File: config.mk
export PLATFORM = sky130hd
export DESIGN_NAME = alu_instr_control_unit
export DESIGN_NICKNAME = d
export VERILOG_FILES = /design/src/rtl/alu_instr_control_unit.sv
export SDC_FILE = /design/constraint.sdc
export NUM_CORES = 1
export LEC_CHECK = 0
export CORE_MARGIN = 2
export CORE_UTILIZATION = 48
export CTS_BUF_LIST = sky130_fd_sc_hd__clkbuf_4
export DETAILED_ROUTE_END_ITERATION = 10
export MAX_ROUTING_LAYER = met4
export PLACE_DENSITY = 0.82
export REMOVE_ABC_BUFFERS = 1
export SLEW_MARGIN = 15
export SYNTH_ARGS = -nofsm -noshare
export SYNTH_HDL_FRONTEND = slang
export SYNTH_SLANG_ARGS = --single-unit
export TNS_END_PERCENT = 30
File: constraint.sdc
create_clock -name clk -period 4.5 [get_ports clk]
set_clock_uncertainty 0.05 [all_clocks]
set_input_delay 0.675 -clock clk [delete_from_list [all_inputs] [get_ports clk]]
set_output_delay 0.675 -clock clk [all_outputs]
set_load 0.02 [all_outputs]
File: src/rtl/alu_instr_control_unit.sv
// Moore control unit that sequences fetch (T0-T2) and execute (T3-T6) for register-register ALU ops.
// Optional retired-instruction counter enabled by defining CU_RETIRE_COUNT_EN.
module alu_instr_control_unit #(
  parameter int NREG = 16,
  parameter int OPW  = 5
) (
  input  logic            clk,
  input  logic            clr,
  input  logic            run,
  input  logic [31:0]     ir,
  input  logic            mem_rdy,
  output logic            pc_out,
  output logic            mar_in,
  output logic            inc_pc,
  output logic            pc_in,
  output logic            read,
  output logic            mdr_in,
  output logic            mdr_out,
  output logic            ir_in,
  output logic            y_in,
  output logic            zlow_in,
  output logic            zhigh_in,
  output logic            zlow_out,
  output logic            zhigh_out,
  output logic            hi_in,
  output logic            lo_in,
  output logic [NREG-1:0] rin,
  output logic [NREG-1:0] rout,
  output logic [OPW-1:0]  alu_op,
  output logic            halted,
  output logic            illegal
`ifdef CU_RETIRE_COUNT_EN
  ,
  output logic [31:0]     retired
`endif
);

  localparam logic [OPW-1:0] OP_ADD  = OPW'(5'b00011);
  localparam logic [OPW-1:0] OP_SUB  = OPW'(5'b00100);
  localparam logic [OPW-1:0] OP_AND  = OPW'(5'b00101);
  localparam logic [OPW-1:0] OP_OR   = OPW'(5'b00110);
  localparam logic [OPW-1:0] OP_ROR  = OPW'(5'b00111);
  localparam logic [OPW-1:0] OP_ROL  = OPW'(5'b01000);
  localparam logic [OPW-1:0] OP_SHR  = OPW'(5'b01001);
  localparam logic [OPW-1:0] OP_SHRA = OPW'(5'b01010);
  localparam logic [OPW-1:0] OP_SHL  = OPW'(5'b01011);
  localparam logic [OPW-1:0] OP_MUL  = OPW'(5'b01111);
  localparam logic [OPW-1:0] OP_DIV  = OPW'(5'b10000);
  localparam logic [OPW-1:0] OP_NOP  = OPW'(5'b11010);
  localparam logic [OPW-1:0] OP_HALT = OPW'(5'b11011);

  typedef enum logic [3:0] {IDLE, T0, T1, T2, T3, T4, T5, T6, HALT} state_t;

  typedef struct packed {
    logic            pc_out;
    logic            mar_in;
    logic            inc_pc;
    logic            pc_in;
    logic            read;
    logic            mdr_in;
    logic            mdr_out;
    logic            ir_in;
    logic            y_in;
    logic            zlow_in;
    logic            zhigh_in;
    logic            zlow_out;
    logic            zhigh_out;
    logic            hi_in;
    logic            lo_in;
    logic            halted;
    logic            illegal;
    logic [NREG-1:0] rin;
    logic [NREG-1:0] rout;
    logic [OPW-1:0]  alu_op;
  } ctl_t;

  state_t         state, nxt;
  logic [OPW-1:0] op_q, op_n;
  logic [3:0]     ra_q, rb_q, rc_q, ra_n, rb_n, rc_n;
  ctl_t           ctl_q;
  logic           unused_ir;

  assign unused_ir = ^ir[14:0];

  function automatic logic is_alu(input logic [OPW-1:0] o);
    case (o)
      OP_ADD, OP_SUB, OP_AND, OP_OR, OP_ROR, OP_ROL,
      OP_SHR, OP_SHRA, OP_SHL, OP_MUL, OP_DIV: return 1'b1;
      default: return 1'b0;
    endcase
  endfunction

  function automatic logic is_muldiv(input logic [OPW-1:0] o);
    return (o == OP_MUL) || (o == OP_DIV);
  endfunction

  // Control word for a given state; registered so outputs never see ir directly.
  function automatic ctl_t ctl_for(input state_t s, input logic [OPW-1:0] o,
                                   input logic [3:0] a, input logic [3:0] b,
                                   input logic [3:0] c);
    ctl_t w;
    w = '0;
    case (s)
      T0: begin
        w.pc_out = 1'b1; w.mar_in = 1'b1; w.inc_pc = 1'b1;
        w.zlow_in = 1'b1; w.zhigh_in = 1'b1;
      end
      T1: begin
        w.zlow_out = 1'b1; w.pc_in = 1'b1; w.read = 1'b1; w.mdr_in = 1'b1;
      end
      T2: begin
        w.mdr_out = 1'b1; w.ir_in = 1'b1;
      end
      T3: begin
        if (is_alu(o)) begin
          w.rout = NREG'(1) << b;
          w.y_in = 1'b1;
        end else if (o != OP_NOP && o != OP_HALT) begin
          w.illegal = 1'b1;
        end
      end
      T4: begin
        w.rout = NREG'(1) << c;
        w.alu_op = o;
        w.zlow_in = 1'b1; w.zhigh_in = 1'b1;
      end
      T5: begin
        w.zlow_out = 1'b1;
        if (is_muldiv(o)) w.lo_in = 1'b1;
        else              w.rin = NREG'(1) << a;
      end
      T6: begin
        w.zhigh_out = 1'b1; w.hi_in = 1'b1;
      end
      HALT: w.halted = 1'b1;
      default: w = '0;
    endcase
    return w;
  endfunction

  always_comb begin
    nxt = state;
    case (state)
      IDLE: if (run) nxt = T0;
      T0:   nxt = T1;
      T1:   if (mem_rdy) nxt = T2;
      T2:   nxt = T3;
      T3: begin
        if (is_alu(op_q))        nxt = T4;
        else if (op_q == OP_HALT) nxt = HALT;
        else                     nxt = run ? T0 : IDLE;
      end
      T4:   nxt = T5;
      T5:   nxt = is_muldiv(op_q) ? T6 : (run ? T0 : IDLE);
      T6:   nxt = run ? T0 : IDLE;
      HALT: nxt = HALT;
      default: nxt = IDLE;
    endcase
  end

  // Decode fields are captured on the T2->T3 edge and held for the whole execute phase.
  assign op_n = (state == T2) ? ir[31 -: OPW] : op_q;
  assign ra_n = (state == T2) ? ir[26:23]     : ra_q;
  assign rb_n = (state == T2) ? ir[22:19]     : rb_q;
  assign rc_n = (state == T2) ? ir[18:15]     : rc_q;

  always_ff @(posedge clk or posedge clr) begin
    if (clr) begin
      state <= IDLE;
      op_q  <= '0;
      ra_q  <= '0;
      rb_q  <= '0;
      rc_q  <= '0;
      ctl_q <= '0;
    end else begin
      state <= nxt;
      op_q  <= op_n;
      ra_q  <= ra_n;
      rb_q  <= rb_n;
      rc_q  <= rc_n;
      ctl_q <= ctl_for(nxt, op_n, ra_n, rb_n, rc_n);
    end
  end

  assign {pc_out, mar_in, inc_pc, pc_in, read, mdr_in, mdr_out, ir_in, y_in,
          zlow_in, zhigh_in, zlow_out, zhigh_out, hi_in, lo_in, halted, illegal,
          rin, rout, alu_op} = ctl_q;

`ifdef CU_RETIRE_COUNT_EN
  // An instruction retires on leaving its final write-back state.
  always_ff @(posedge clk or posedge clr) begin
    if (clr)
      retired <= '0;
    else if ((state == T5 && !is_muldiv(op_q)) || state == T6)
      retired <= retired + 32'd1;
  end
`endif

endmodule

# ---- Word-level counts from Yosys, hierarchy flattened
# Memories as Yosys holds them, arrays and structs flattened.
# Cells that the tools add are included.
dict set report word_totals {
  register_bits 75
  romBits 64
  in_bits 36
  output_inout_bits 54
  wordCells 91
  n_memories 2
}
dict set report op_classes {
  eq_ne 23
  shift 3
  mux 32
  n_reduce_logical 6
}
# name depth width read_ports rd_ports_with_merged_regs write_ports line_no
set mem_list {}
lappend mem_list {{(no name shown)} 32 1 1 0 0 86} ;# case (o)
lappend mem_list {{(no name shown)} 32 1 1 0 0 86}
# op count
set op_table {}
lappend op_table {{2-to-1 mux 16 bit} 3}
lappend op_table {{<< shifter 1 x 4 -> 16 bit (first input constant)} 3}
lappend op_table {{case mux 4 bit (9 select lines)} 1}
lappend op_table {{== test 4 x 3 -> 1 bit (second input constant)} 8}
lappend op_table {{2-to-1 mux 4 bit} 8}
lappend op_table {{case mux 16 bit (2 select lines)} 1}
lappend op_table {{== test 4 x 2 -> 1 bit (second input constant)} 4}
lappend op_table {{== test 5 bit (second input constant)} 3}
lappend op_table {{2-to-1 mux 1 bit} 12}
lappend op_table {{== test 5 x 4 -> 1 bit (second input constant)} 2}
lappend op_table {{2-to-1 mux 5 bit} 2}
lappend op_table {{!= test 5 bit (second input constant)} 2}
lappend op_table {{== test 4 x 1 -> 1 bit (second input constant)} 2}
lappend op_table {{== test 4 bit (second input constant)} 2}
lappend op_table {{2-to-1 mux 2 bit} 3}
lappend op_table {{2-to-1 mux 3 bit} 2}
lappend op_table {{logical NOT 4 bit} 1}
lappend op_table {{OR reduction 2 bit} 2}
lappend op_table {{logical OR 1 bit} 2}
lappend op_table {{logical AND 1 bit} 1}

# ---- Logic depth before layout (Yosys ltp)
dict set report depth {
  ltp_word 8
  ltp_mapped 8
  mapped_depth_nobuf 6
}

# ---- Worst setup path before layout
# No wires, ideal clock.
dict set report synth_timing {
  path_kind {input port to flip-flop}
  startpoint {input port ir[28]}
  endpoint {register ctl_q (netlist bit rout[5])}
  setup_time_ps 83
  arrival_ps 2015
  required_time_ps 4367
  path_slack_ps 2352
  cell_stages 5
  path_buffers 0
  path_cell_list {or4b_2 > o21ai_0 > o2bb2ai_1 > nand4b_1 > o22ai_1}
}
dict set report synth_between {
  elab_chain_cells 5
}
# item line_no
set synth_lines {}
lappend synth_lines {{start: declaration} 10} ;# input logic [31:0] ir,
lappend synth_lines {{2-to-1 mux 5 bit} 162} ;# assign op_n = (state == T2) ? ir[31 -: OPW] : op_q;
lappend synth_lines {{memory read (32 x 1 bit)} --}
lappend synth_lines {{2-to-1 mux 1 bit} 103} ;# case (s)
lappend synth_lines {{2-to-1 mux 16 bit} 115} ;# if (is_alu(o)) begin
lappend synth_lines {{case mux 16 bit (2 select lines)} 103}
lappend synth_lines {{end signal: assignment} 181} ;# ctl_q <= ctl_for(nxt, op_n, ra_n, rb_n, rc_n);
lappend synth_lines {{end: declaration} 80} ;# ctl_t ctl_q;
# No other way between the ends. The select of a mux whose other input is x is not followed.

# ---- Final worst setup path
dict set report layout_timing {
  startpoint {register state[2]}
  endpoint {register ctl_q (netlist bit rout[12])}
}
dict set report layout_between {
  word_cells_on_any_way 23
  cone_classes {10 x eq/ne; 2 x shift; 9 x mux; 1 x reduce/logical; 1 x memory}
}
# item line_no
set layout_rtl {}
lappend layout_rtl {{start: declaration} 77} ;# state_t state, nxt;
lappend layout_rtl {{start signal: assignment} 176} ;# state <= nxt;
lappend layout_rtl {{== test 4 x 2 -> 1 bit} 165} ;# assign rc_n = (state == T2) ? ir[18:15] : rc_q;
lappend layout_rtl {{2-to-1 mux 4 bit} 165}
lappend layout_rtl {{named net rc_n[0]} 79} ;# logic [3:0] ra_q, rb_q, rc_q, ra_n, rb_n, rc_n;
lappend layout_rtl {{<< shifter 1 x 4 -> 16 bit} 123} ;# w.rout = NREG'(1) << c;
lappend layout_rtl {{case mux 16 bit (2 select lines)} 103}
# The timed path passes the listed nets, and every way through them passes these cells. The select of a mux whose other input is x is not followed.

==> impl_metrics.tcl <==
set metrics [dict create \
    hp-class "reg2reg" \
    drive_gt1_share_pct 10.0 \
    die_width_um 81.3 \
    place_hpwl_mm 4.15 \
    hold_buffers 0 \
    die_area_sq_um 6610 \
    fill_cells 467 \
    drv_cap 0 \
    clk_pin_slew_ns 0.10 \
    p_per_area_nw_per_um2 491 \
    synth_compound_area_share_pct 11.4 \
    min_period_over_period_pct 56.9 \
    nets 371 \
    placed_cells 399 \
    vias 2211 \
    viasPerCell 5.34 \
    fin_crit_ns 2.56 \
    max-slew-margin-rel_pct 40.0 \
    cp_top_family "simple AND/OR/NAND/NOR gates" \
    postCtsSetupBuffers 0 \
    critPathArrivalTime_ns 2.82 \
    wire_per_inst_um 13.9 \
    drc 0 \
    end_kind "flop" \
    crit_buf_inv 1 \
    worst_pin_slew_ns 0.895 \
    synth_area_sq_um 2870 \
    synth_top_area_share_pct 55.8 \
    cpMaxStageDelayCell "nand4bb_1" \
    rsz0062_at_grt "no" \
    min_path_cells 2 \
    r2r_cells 6 \
    yosysWarnings 0 \
    cts-root-buf "clkbuf_4" \
    detail-route-antenna-nets 0 \
    grt_start_max_net_pins 36 \
    num_antenna_cells 0 \
    rrSetupSlack_ns 1.94 \
    ys_types 53 \
    grt_use_total_pct 19.6 \
    ir_drop_v 0.000244 \
    r2r_start "state[2]$_DFF_PP0_" \
    fin_tns_setup_ns 0 \
    clkSinkCount 64 \
    p_leak_uw 0.00162 \
    path_max_fanout 22 \
    yosys.area.top_type "dfrtp_1" \
    grt-ovfl-total 0 \
    synth_adder_area_share_pct 0 \
    cts_buffer_depth 2 \
    drt-initial-drc-count 161 \
    multi_input_area_sq_um 1080 \
    drt_wl_total_mm 5.75 \
    cp_cell_sequence "nand4bb_1 > nand2_1 > and2_2 > inv_1 > or3_4 > o22ai_1" \
    cts_htree_levels 3 \
    initial_core_util_pct 49.0 \
    crit_type "reg2reg" \
    finalWeightedCongestion 0.886 \
    critPathMaxStageDelay_ns 0.85 \
    required_ns 4.76 \
    maxSlewViolCount 0 \
    finalSetupViolations 0 \
    synth.mux.area_fraction_pct 2.71 \
    hold_viol 0 \
    stdcell_area_sq_um 3670 \
    ios 90 \
    synth_xor_xnor_area_share_pct 0 \
    avgSynthCellArea_sq_um 10.8 \
    hold_path.startpoint "ra_q[0]$_DFF_PP0_" \
    die_h_um 81.3 \
    synthFlopType "dfrtp_1" \
    cts_tree "yes" \
    cts_buffers 9 \
    cts_resized 0 \
    grt_pass1_wl_mm 9.28 \
    synthTopCellsByArea "dfrtp_1 56%, nand2_1 5.0%, o22ai_1 3.5%" \
    clk_latency_ns 0.40 \
    status "complete, no violations" \
    reg2reg_to "rout[12]$_DFF_PP0_" \
    async_flop_share_pct 100 \
    rows 28 \
    synthCells 266 \
    yosysSeqAreaShare_pct 55.8 \
    finalNonFillerCells 414 \
    ys_seq_elements 64 \
    cp-start-kind "flop" \
    synth_edf_count 0 \
    antenna_found_initial 0 \
    max_freq_ghz 0.391 \
    drt-pass1-iter-count 4 \
    core_sq_um 5850 \
    synthSimpleGateAreaFrac_pct 23.5 \
    place_area_sq_um 3570 \
    seqCellArea_sq_um 1600 \
    area_growth_pct 28.1 \
    io_buffers 74 \
    synth_top_family_by_area "simple AND/OR/NAND/NOR gates" \
    min_to "ra_q[0]$_DFF_PP0_" \
    grt_pass1_vias 2052 \
]
report_power, final:
| part | switching [uW] | leakage, uW | internal (uW) | total, uW |
|---|---|---|---|---|
| Sequential | 113 | 0.000862 | 678 | 790 |
| Clock | 194 | 0.0000571 | 111 | 306 |
| Combinational | 412 | 0.000700 | 296 | 708 |
| Total | 719 | 0.00162 | 1080 | 1800 |
cells in the mapped netlist, types with 2 or more instances:
cell type and n:
nor4_1 7, nand4_1 2, nor3_1 9, nor2b_1 5, clkbuf_1 3, a31oi_1 5
nor3b_1 4, and2_1 5, or3_4 4, nand2_1 38, o21ai_0 9, nand4b_1 3
a21oi_1 5, dfrtp_1 64, or2b_1 2, nand3_1 4, mux2i_1 3, buf_6 4
or2_2 2, nor2_1 15, a22oi_1 2, inv_1 14, buf_4 8, a21o_1 2
o22ai_1 16, a41oi_1 2, nand2b_1 2, and2_2 2
how the worst max path moves through the flow:
stage | start | to | slack, ns | depth (start not counted)
floorplan | clr | alu_op[0]$_DFF_PP0_ | 2.18 | 1
global placement | ir[28] | rout[6]$_DFF_PP0_ | 1.69 | 6
detailed placement | ir[28] | rout[5]$_DFF_PP0_ | 1.65 | 6
CTS | state[1]$_DFF_PP0_ | rout[3]$_DFF_PP0_ | 1.96 | 6
global route | state[1]$_DFF_PP0_ | rout[3]$_DFF_PP0_ | 1.66 | 6
finish | state[2]$_DFF_PP0_ | rout[12]$_DFF_PP0_ | 1.94 | 6
cell usage in the layout (no fill, tap or decap), types with 2 or more instances in the layout:
cell and n:
nand2_1 38, a21o_1 2, or2_2 2, or3_4 4, clkinv_2 2, nor2_1 15, inv_1 13, clkbuf_4 10
dfrtp_1 64, and2_2 2, o22ai_1 16, a31oi_1 5, nand4b_1 3, nand4_1 2, a41oi_1 2, or2b_1 2
a21oi_1 5, mux2i_1 3, clkinv_1 2, and2_1 5, nor2b_1 5, clkdlybuf4s50_1 74, nand3_1 4, nor3b_1 4
o21ai_0 9, nand2b_1 2, nor4_1 7, a22oi_1 2, nor3_1 9
kinds of logic (layout without fill, tap and decap cells):
group                  count (synthesis)  count (layout)
AOI/OAI and AO/OA                     48              48
buffers and inverters                 31             104
DFF                                   64              64
muxes                                  6               6
and+or+nand+nor                      117             117
metal layers:
layer / track usage (%) / vias to the layer above / wire length (um)
met2: 29.4 / 89 / 2740
met3: 3.89 / 15 / 344
met4: 12.9 / 0 / 185
met1: 24.0 / 1036 / 2480
met5: - / - / 0
li1: - / 1071 / -
sequential cells by signal, summed over array words and instances, names as in the netlist, 4 cells and up:
register / flops
rin: 16
ra_q: 4
state: 4
rc_q: 4
op_q: 5
alu_op: 5
rout: 16
layout make-up:
| cell class | count | area share (%) |
|---|---|---|
| clock buffer | 10 | 2.04 |
| clock inverter | 5 | 0.681 |
| inverter | 14 | 1.43 |
| multi-input combinational | 171 | 29.3 |
| sequential | 64 | 43.6 |
| tap | 75 | 2.55 |
| timing repair buffer | 75 | 20.4 |
metrics by stage:
stage | setup slack, ns | util [%] | hold WS (ns) | power (uW)
6_report | 1.94 | 62.8 | 0.503 | 1800
5_1_grt | 1.66 | 62.8 | 0.555 | 1940
4_1_cts | 1.96 | 62.8 | 0.502 | 1810
3_5_place_dp | 1.65 | 61.1 | 0.478 | 1510
3_3_place_gp | 1.69 | 61.1 | 0.474 | 1480
2_1_floorplan | 2.18 | - | 0.444 | 1270
worst register-to-register path, cell delays in order (launching register included):
cell       delay [ns]
dfrtp_1          0.50
nand4bb_1        0.85
nand2_1          0.25
and2_2           0.18
inv_1            0.06
or3_4            0.40
o22ai_1          0.18
(Power assumes the default switching activity.)
